[config.mk]
export PLATFORM = sky130hd
export DESIGN_NAME = syshdwtp_button_debounce_pio
export DESIGN_NICKNAME = d
export VERILOG_FILES = /design/src/rtl/syshdwtp_button_debounce_pio.sv
export SDC_FILE = /design/constraint.sdc
export NUM_CORES = 1
export LEC_CHECK = 0
export CORE_MARGIN = 1
export CORE_UTILIZATION = 30
export DETAILED_ROUTE_END_ITERATION = 12
export PLACE_DENSITY = 0.61
export SETUP_SLACK_MARGIN = 0.5
export SLEW_MARGIN = 30
export SYNTH_ARGS = -nofsm -noshare
export SYNTH_HDL_FRONTEND = slang
export SYNTH_SLANG_ARGS = --single-unit
[constraint.sdc]
create_clock -name clk -period 1.7 [get_ports clk]
set_clock_uncertainty 0.15 [all_clocks]
set_input_delay 0.34 -clock clk [delete_from_list [all_inputs] [get_ports clk]]
set_output_delay 0.34 -clock clk [all_outputs]
set_load 0.02 [all_outputs]
[src/rtl/syshdwtp_button_debounce_pio.sv]
// syshdwtp_button_debounce_pio: Avalon-MM input PIO with per-channel synchroniser, debounce and edge capture.
module syshdwtp_button_debounce_pio #(
  parameter int WIDTH = 8,
  parameter int DEBOUNCE_CYCLES = 50000,
  parameter int SYNC_STAGES = 2
) (
  input  logic             clk,
  input  logic             reset_n,
  input  logic [2:0]       address,
  input  logic             chipselect,
  input  logic             write_n,
  input  logic [31:0]      writedata,
  input  logic [WIDTH-1:0] in_port,
  output logic [31:0]      readdata,
  output logic             irq
);
  localparam int CW = $clog2(DEBOUNCE_CYCLES + 1);
  localparam logic [CW-1:0] CNT_TOP = CW'(DEBOUNCE_CYCLES - 1);
  logic [SYNC_STAGES-1:0][WIDTH-1:0] sync_q, sync_d;
  logic [WIDTH-1:0][CW-1:0] cnt_q, cnt_d;
  logic [WIDTH-1:0] s, upd, wd, q_q, q_d, rise_en_q, rise_en_d, fall_en_q, fall_en_d;
  logic [WIDTH-1:0] mask_q, mask_d, cap_q, cap_d;
  logic [31:0] readdata_q, readdata_d;
  logic wr, unused;
  assign s = sync_q[SYNC_STAGES-1];
  assign wd = writedata[WIDTH-1:0];
  assign wr = chipselect & ~write_n;
  assign unused = ^writedata;
  assign irq = |(cap_q & mask_q);
  assign readdata = readdata_q;
  always_comb begin
    sync_d = {sync_q[SYNC_STAGES-2:0], in_port};
    cnt_d = cnt_q;
    q_d = q_q;
    upd = '0;
    for (int i = 0; i < WIDTH; i++) begin
      upd[i] = (s[i] != q_q[i]) && (cnt_q[i] == CNT_TOP);
      cnt_d[i] = (s[i] == q_q[i] || upd[i]) ? '0 : cnt_q[i] + CW'(1);
      q_d[i] = upd[i] ? s[i] : q_q[i];
    end
    rise_en_d = (wr && address == 3'd1) ? wd : rise_en_q;
    mask_d = (wr && address == 3'd2) ? wd : mask_q;
    fall_en_d = (wr && address == 3'd4) ? wd : fall_en_q;
    // new events are OR-ed in after the clear so a coincident event survives
    cap_d = (cap_q & ~((wr && address == 3'd3) ? wd : '0)) | (upd & s & rise_en_q) | (upd & ~s & fall_en_q);
    readdata_d = address == 3'd0 ? 32'(q_q) :
                 address == 3'd1 ? 32'(rise_en_q) :
                 address == 3'd2 ? 32'(mask_q) :
                 address == 3'd3 ? 32'(cap_q) :
                 address == 3'd4 ? 32'(fall_en_q) :
                 address == 3'd5 ? 32'(s) : '0;
  end
  always_ff @(posedge clk or negedge reset_n) begin
    if (!reset_n) begin
      sync_q <= '0;
      cnt_q <= '0;
      q_q <= '0;
      rise_en_q <= '1;
      fall_en_q <= '0;
      mask_q <= '0;
      cap_q <= '0;
      readdata_q <= '0;
    end else begin
      sync_q <= sync_d;
      cnt_q <= cnt_d;
      q_q <= q_d;
      rise_en_q <= rise_en_d;
      fall_en_q <= fall_en_d;
      mask_q <= mask_d;
      cap_q <= cap_d;
      readdata_q <= readdata_d;
    end
  end
endmodule

-- Word level (Yosys, flattened, before mapping)
Cells that the tools add are included.
- flip-flop bits (word level): 192
- input port bits: 47
- output and inout port bits: 33
- add/subtract/negate cells: 8
- eq/ne operators: 29
- mux-type cells: 15
- bitwise logic cells: 12
- reduce and logical (&&, ||, !) cells: 22
- operators by type and width (cell ; count):
    $add A16 B1 Y16 const B ; 8
    $eq A16 B16 Y1 const B ; 8
    $mux W16 ; 8
    $mux W8 ; 7
    $and A8 B8 Y8 ; 6
    $not A8 Y8 ; 2
    $or A8 B8 Y8 ; 2
    $logic_and A1 B1 Y1 ; 12
    $eq A1 B1 Y1 ; 8
    $logic_or A1 B1 Y1 ; 8
    $ne A1 B1 Y1 ; 8
    $reduce_or A8 Y1 ; 1
    $eq A3 B2 Y1 const B ; 2
    $eq A3 B3 Y1 const B ; 2
    $eq A3 B1 Y1 const B ; 1
    $logic_not A3 Y1 ; 1
    $and A1 B1 Y1 ; 1
    $not A1 Y1 ; 1

-- Longest topological paths before layout
Gate-level depths: netlist of run 1.
- depth after elaboration: 8
- mapped depth: 6

-- Worst setup path after synthesis of run 1
No wires, ideal clock.
- path kind: reg2reg
- from: register cnt_q[80] (netlist bit)
- to: register cnt_q[87] (netlist bit)
- library setup time: 0.121 ns
- arrival: 1.536 ns
- data required time: 1.429 ns
- setup slack: -0.107 ns
- stages on the path, launching flop included: 7
- path buffers: 1
- clock period less this slack: 1.807 ns
- path through: dfrtp_1 > ha_1 > nand3_1 > nand4b_1 > o21ai_1 > buf_2 > nor2_1
- RTL lines (what ; line ; RTL):
    start, declared ; 20 ; logic [WIDTH-1:0][CW-1:0] cnt_q, cnt_d;
    start signal, assigned ; 65 ; cnt_q <= cnt_d;

-- Worst setup path after layout of run 1
- from: register mask_q[6]
- to: output irq
- word-level cells in the longest chain between the ends: 2
- RTL lines (what ; line ; RTL):
    start, declared ; 22 ; logic [WIDTH-1:0] mask_q, mask_d, cap_q, cap_d;
    start signal, assigned ; 69 ; mask_q <= mask_d;
    $and A8 B8 Y8 ; 29 ; assign irq = |(cap_q & mask_q);
    $reduce_or A8 Y1 ; 29 ;
    end, declared ; 15 ; output logic irq
No other way between the ends.

==> impl_metrics.py, run 1 <==
metrics = {
    "synthesis": {
        "synth_enable_flop_cells": 0,
        "synth.top_cell.area_share_pct": 50.1,
        "yosys_most_used_dff": "dfrtp_1",
        "main_area_contributors_after_synthesis": "dfrtp_1 (50%), xnor2_1 (9.3%), nor2_1 (6.4%), mux2_4 (2.6%), dfstp_2 (2.3%)",
        "post_synth_instance_area_mm2": 0.00919,
        "yosys_warnings": 0,
        "fraction_of_the_yosys_area_taken_by_sequential_cells_pct": 52.4,
        "postSynthAreaPerCell_um2": 10.5,
        "post_synthesis_cells": 872,
        "cell_type_with_the_largest_total_area_after_synthesis": "dfrtp_1",
        "ys_seq_elements": 192,
        "ys_types": 40,
        "synth-async-reset-ratio_pct": 100,
    },
    "worst_setup_path": {
        "arrival_ns": 1.47,
        "worst-r2r-setup-slack_ns": -0.08,
        "cp_max_fo": 2,
        "timing.rr.start": "cnt_q[4]$_DFF_PN0_",
        "r2r-end": "q_q[0]$_DFFE_PN0P_",
        "timing.critical_path.to_type": "primary output",
        "timing_worst_setup_path_type": "flop to primary output",
        "worstSetupStartpointType": "flop",
        "worst_ep_required_time_ns": 1.21,
        "reg2reg_depth": 4,
    },
    "timing": {
        "worst_slew_margin_rel_pct": 63.5,
        "period_share_pct": 116,
        "worst_slew_pin_slew_ns": 0.548,
        "final.min_clock_period_ns": 1.96,
        "setup_total_neg_slack_ns": -1.27,
        "fmaxAchievable_mhz": 509,
        "setup_viol": 35,
        "whs_ns": 0.136,
        "grt_setup_unrepaired": "yes",
        "final_hold_violating_endpoints": 0,
        "max_slew_violation_total_from_the_final_report": 0,
        "timing.final.ws_setup_ns": -0.265,
    },
    "finish": {
        "area_delta_synth_final_pct": 52.7,
        "layout-drive-gt1-share_pct": 47.0,
        "nNetsFinal": 1171,
        "regMostFlops": "cnt_q",
        "largest_register_ffs": 128,
        "n_fill_cell": 2598,
        "final_common_cell": "dfrtp_1",
        "utilization_pct": 47.0,
        "register_area_mm2": 0.00483,
        "layout_common_cells": "dfrtp_1 (174), buf_4 (166), xnor2_1 (92)",
        "num_antenna_cells": 0,
        "multiInputGateArea_mm2": 0.00568,
    },
    "route": {
        "highest_routing_layer_actually_used": "met4",
        "drt_wl_total_mm": 23.0,
        "via_count": 7249,
        "route.met3.wl_um": 691,
        "drt-vias-per-instance": 4.77,
        "antenna_violating_nets_post_route": 0,
        "firstDrtPassIters": 4,
        "wl_met2_mm": 12.2,
        "drt-met1-wl_mm": 9.87,
        "first_iter_violations": 339,
        "routed_wire_length_per_instance_um": 15.1,
        "drc": 0,
    },
    "pwr": {
        "worst_ir_drop_vdd_v": 0.000572,
        "totalPowerFinal_w": 0.0109,
        "power.combinational.fraction_pct": 14.8,
        "share_clk_of_total_power_pct": 38.1,
        "internal-power_w": 0.00819,
        "power.static_leakage_nw": 5.61,
        "p_switching_w": 0.00268,
        "cellPowerDensity_mw_per_mm2": 773,
        "power.share.switching_pct": 24.6,
        "sequentialPowerShare_pct": 47.1,
    },
    "global_routing": {
        "grt_pass1_vias": 7424,
        "globalRouteTotalUtil_pct": 14.8,
        "overflow": 0,
        "grt_pass1_wl_mm": 36.9,
        "grt_start_max_net_pins": 45,
        "antenna_found_initial": 0,
    },
    "worst_hold_path": {
        "min_from": "address[2]",
        "hold_path_depth": 3,
        "min-delay-path-class": "input pin to flop",
        "min_to": "readdata[0]$_DFF_PN0_",
    },
    "placed_design": {
        "finalWeightedCongestion": 0.801,
        "io_buffer_count": 31,
        "detailed_place_hpwl_mm": 13.6,
    },
    "clock_tree": {
        "h-tree-depth": 4,
        "cts_root_buf": "clkbuf_16",
        "clk_latency_ns": 0.43,
        "clkSinkCount": 192,
        "worst_setup_hold_path_clk_slew_ns": 0.07,
        "number_of_clock_buffers_inserted_by_tritoncts": 17,
        "cts_tree": "built",
        "clock_path_buffers": 2,
    },
    "floorplan": {
        "ios": 80,
        "die-height_um": 177,
        "initial_core_utilization_pct": 30.8,
        "die_outline_area_mm2": 0.0314,
        "floorplan.rows": 63,
        "core_area_mm2": 0.0299,
        "fp.dieW_um": 177,
    },
    "status": {
        "failed_checks": "setup timing",
        "run_status": "finished, violations left",
    },
    "run": {
        "cap_viol_max_count": 0,
    },
}
## cell usage after synthesis, types with 11 or more instances
cell type	instances
dfrtp_1	184
nor2_1	157
xnor2_1	98
nand2_1	45
nand3_1	41
nor3_1	33
nand4_1	31
nor4_1	31
inv_1	29
buf_4	24
mux2_4	16
mux2i_1	16
nor4bb_1	16
mux2_1	15
nor2b_1	14
xor2_1	14
a22oi_1	11
buf_2	11
## layout make-up
type / count / share of cell area (%)
clock buffers: 22 / 3.38
multi-input cells: 632 / 40.4
repair buffers: 244 / 16.6
clock inverters: 10 / 0.953
flip-flops and latches: 192 / 34.4
inverters: 29 / 0.775
well taps: 390 / 3.47
## routing by layer
layer / vias to the layer above / global-route usage, %
met2: 93 / 26.0
met1: 3665 / 18.1
li1: 3476 / -
met5: - / 0
met4: 0 / 4.02
met3: 15 / 3.35
## worst max path at each step
stage,from,endpoint,slack (ns),cells past startpoint
after floorplan,address[2],mask_q[0]$_DFFE_PN0P_,-0.08,5
after global placement,address[2],mask_q[4]$_DFFE_PN0P_,-0.54,4
after detailed placement,address[1],fall_en_q[0]$_DFFE_PN0P_,-0.56,4
after CTS,mask_q[4]$_DFFE_PN0P_,irq,-0.27,3
after global routing,mask_q[6]$_DFFE_PN0P_,irq,-0.31,3
final,mask_q[6]$_DFFE_PN0P_,irq,-0.26,3
## power groups by stage
| stage | Sequential (W) | Combinational (W) | Clock, W |
|---|---|---|---|
| 5_1_grt | 0.00514 | 0.00174 | 0.00444 |
| 4_1_cts | 0.00511 | 0.00150 | 0.00425 |
| 2_1_floorplan | 0.00517 | 0.000678 | 0 |
| 3_5_place_dp | 0.00519 | 0.00120 | 0 |
| 6_report | 0.00512 | 0.00160 | 0.00414 |
| 3_3_place_gp | 0.00519 | 0.00117 | 0 |
## timing repair
| item | in CTS | in global routing |
|---|---|---|
| resized for setup | 296 | 113 |
| hold endpoints to repair | 32 | 0 |
| setup buffers | 81 | 19 |
| pin swaps | 62 | 43 |
| gates cloned | 8 | 0 |
| hold buffers | 1 | 0 |
| endpoints found under the setup margin | 185 | 220 |
## cells by family after synthesis
kind of cell | Yosys count | share of synthesized area, %
AOI/OAI and AO/OA | 46 | 3.50
and+or+nand+nor | 394 | 21.7
muxes | 47 | 6.19
adders and majority gates | 8 | 1.09
DFF | 192 | 52.4
other | 1 | 0.0408
buffers and inverters | 72 | 4.40
xor gates and xnor gates | 112 | 10.7
## metrics by stage
step           instance area (µm²)  cells  setup slack, ns
6_report                     14000   1519           -0.265
3_5_place_dp                 11000   1378           -0.559
3_3_place_gp                 11000   1378           -0.537
5_1_grt                      14000   1519           -0.307
4_1_cts                      13400   1500           -0.265
2_1_floorplan                 9700    895          -0.0781
## critical path: stages (launching register included)
cell and delay (ns):
dfrtp_1 0.39, a22oi_2 0.22, nand4_1 0.21, buf_4 0.23
(Power assumes the default switching activity.)
==> run 2, diff against run 1 <==
Settings changed: MAX_ROUTING_LAYER set to met4.
==> run 2 against run 1 <==
  * The run still ends with setup timing left
  * Combinational power is essentially flat
  * Sequential cell count is the same
  * Sequential share of layout area is essentially flat
  * Maximum frequency is essentially flat
  * Power grew 0.11%
  * Worst setup slack gained 0.0018 ns
  * Critical path type unchanged
  * Largest power group unchanged
==> impl_metrics.py, run 2 (same netlist as run 1, synthesis figures left out) <==
metrics = {
    "route": {
        "drc": 0,
        "first_iter_violations": 307,
        "drt-vias-per-instance": 4.77,
        "drt_wl_total_mm": 22.9,
        "antenna_violating_nets_post_route": 0,
        "via_count": 7246,
        "routed_wire_length_per_instance_um": 15.1,
        "firstDrtPassIters": 4,
    },
    "pwr": {
        "internal-power_w": 0.00819,
        "power.share.switching_pct": 24.7,
        "power.static_leakage_nw": 5.61,
        "share_clk_of_total_power_pct": 38.2,
        "worst_ir_drop_vdd_v": 0.000587,
        "power.combinational.fraction_pct": 14.8,
        "cellPowerDensity_mw_per_mm2": 774,
        "sequentialPowerShare_pct": 47.0,
        "p_switching_w": 0.00269,
    },
    "floorplan": {
        "die-height_um": 177,
        "core_area_mm2": 0.0299,
        "floorplan.rows": 63,
        "fp.dieW_um": 177,
        "ios": 80,
        "initial_core_utilization_pct": 30.8,
        "die_outline_area_mm2": 0.0314,
    },
    "worst_setup_path": {
        "timing.critical_path.to_type": "primary output",
        "worst_ep_required_time_ns": 1.21,
        "path_delay_family": "flip-flops",
        "cp_max_fo": 2,
        "arrival_ns": 1.47,
        "timing_worst_setup_path_type": "flop to primary output",
        "timing.rr.start": "cnt_q[4]$_DFF_PN0_",
        "crit_chain": "a22oi_2 -> nand4_1 -> buf_4",
        "critical_path.max_stage_delay_ns": 0.39,
        "crit_path_start": "mask_q[6]$_DFFE_PN0P_",
        "cp_num_buf_inv": 1,
        "worstSetupStartpointType": "flop",
        "slowest_stage": "dfrtp_1",
    },
    "clock_tree": {
        "cts_tree": "built",
        "cts_root_buf": "clkbuf_16",
        "worst_setup_hold_path_clk_slew_ns": 0.07,
        "clkSinkCount": 192,
        "clk_latency_ns": 0.44,
        "number_of_clock_buffers_inserted_by_tritoncts": 17,
        "h-tree-depth": 4,
        "clock_path_buffers": 2,
    },
    "finish": {
        "largest_register_ffs": 128,
        "finish.cell_count_without_fillers": 1518,
        "num_antenna_cells": 0,
        "regMostFlops": "cnt_q",
        "final_common_cell": "dfrtp_1",
        "utilization_pct": 47.0,
        "finish.instance_area_mm2": 0.0140,
        "area_delta_synth_final_pct": 52.7,
        "nNetsFinal": 1170,
        "layout-drive-gt1-share_pct": 47.0,
        "layout_common_cells": "dfrtp_1 (174), buf_4 (165), xnor2_1 (92)",
    },
    "timing": {
        "setup_viol": 37,
        "period_share_pct": 115,
        "setup_total_neg_slack_ns": -1.36,
        "timing.final.ws_setup_ns": -0.263,
        "max_slew_violation_total_from_the_final_report": 0,
        "fmaxAchievable_mhz": 509,
        "whs_ns": 0.133,
        "worst_slew_pin_slew_ns": 0.545,
        "final_hold_violating_endpoints": 0,
        "final.min_clock_period_ns": 1.96,
        "worst_slew_margin_rel_pct": 63.6,
        "grt_setup_unrepaired": "yes",
    },
    "worst_hold_path": {
        "min-delay-path-class": "input pin to flop",
        "min_from": "address[2]",
    },
    "status": {
        "run_status": "finished, violations left",
        "failed_checks": "setup timing",
    },
    "global_routing": {
        "grt_start_max_net_pins": 45,
        "antenna_found_initial": 0,
        "grt_pass1_wl_mm": 36.9,
        "globalRouteTotalUtil_pct": 15.3,
        "grt_pass1_vias": 7427,
        "overflow": 0,
    },
    "placed_design": {
        "dp.cells": 1378,
        "finalWeightedCongestion": 0.813,
        "place_area_mm2": 0.0110,
        "detailed_place_hpwl_mm": 13.6,
        "io_buffer_count": 31,
    },
    "run": {
        "cap_viol_max_count": 0,
    },
}
[run 2: cell count changes in the layout (fill, tap and decap cells not counted)]
cell,previous run,this run
buf_12,13,14
buf_4,166,165
buf_8,4,3
[run 2: worst paths after layout]
check                                            to  cells after the start  slack [ns]
max reg2reg                      q_q[0]$_DFFE_PN0P_                      4       -0.08
max                                             irq                      3       -0.26
min reg2reg                          s[4]$_DFF_PN0_                      0        0.20
min                           readdata[0]$_DFF_PN0_                      3        0.13
max in group asynchronous  rise_en_q[3]$_DFFE_PN1P_                      3        0.64
min in group asynchronous       cnt_q[42]$_DFF_PN0_                      2        0.22
[run 2: area by class of cell]
| cell class | count | area, µm² |
|---|---|---|
| clock buffer | 22 | 474 |
| clock inverter | 10 | 134 |
| fill | 2599 | 15800 |
| inverter | 29 | 109 |
| multi-input combinational | 632 | 5680 |
| sequential | 192 | 4830 |
| tap | 390 | 488 |
| timing repair buffer | 243 | 2330 |
[run 2: metal layers]
| metal | GRT usage (%) | part of all wire, % |
|---|---|---|
| met2 | 25.8 | 53 |
| met4 | 4.45 | 1.2 |
| met1 | 18.3 | 43 |
| met3 | 3.09 | 3.1 |
| met5 | - | 0 |
[run 2: per-stage QoR]
| step | setup WS [ns] | power [W] |
|---|---|---|
| floorplan | -0.0781 | 0.00585 |
| global placement | -0.537 | 0.00637 |
| detailed placement | -0.559 | 0.00639 |
| CTS | -0.265 | 0.0109 |
| global route | -0.305 | 0.0113 |
| finish | -0.263 | 0.0109 |
[run 2: power by group through the flow]
| stage | sequential [W] | clock (W) | combinational [W] |
|---|---|---|---|
| finish | 0.00512 | 0.00415 | 0.00161 |
| global route | 0.00514 | 0.00445 | 0.00174 |
| CTS | 0.00511 | 0.00425 | 0.00150 |
| detailed placement | 0.00519 | 0 | 0.00120 |
| global placement | 0.00519 | 0 | 0.00117 |
| floorplan | 0.00517 | 0 | 0.000678 |
[run 2: repair_timing]
action,4_1_cts,5_1_grt
endpoints found under the hold margin,32,0
cloned,8,0
hold buffers,1,0
setup endpoints to repair,185,225
setup buffers,81,18
pin swaps,62,43
gates resized for setup,296,114
[run 2: tightest hold or removal path: stages]
cell	delay, ns
buf_8	0.09
buf_4	0.12
o221ai_1	0.11
==> run 3, diff against run 2 <==
Settings changed: ABC_CLOCK_PERIOD_IN_PS set to 1700, CAP_MARGIN set to 20.
==> results of run 3 <==
The final DEF is identical to that of run 2; final timing and power are the same.
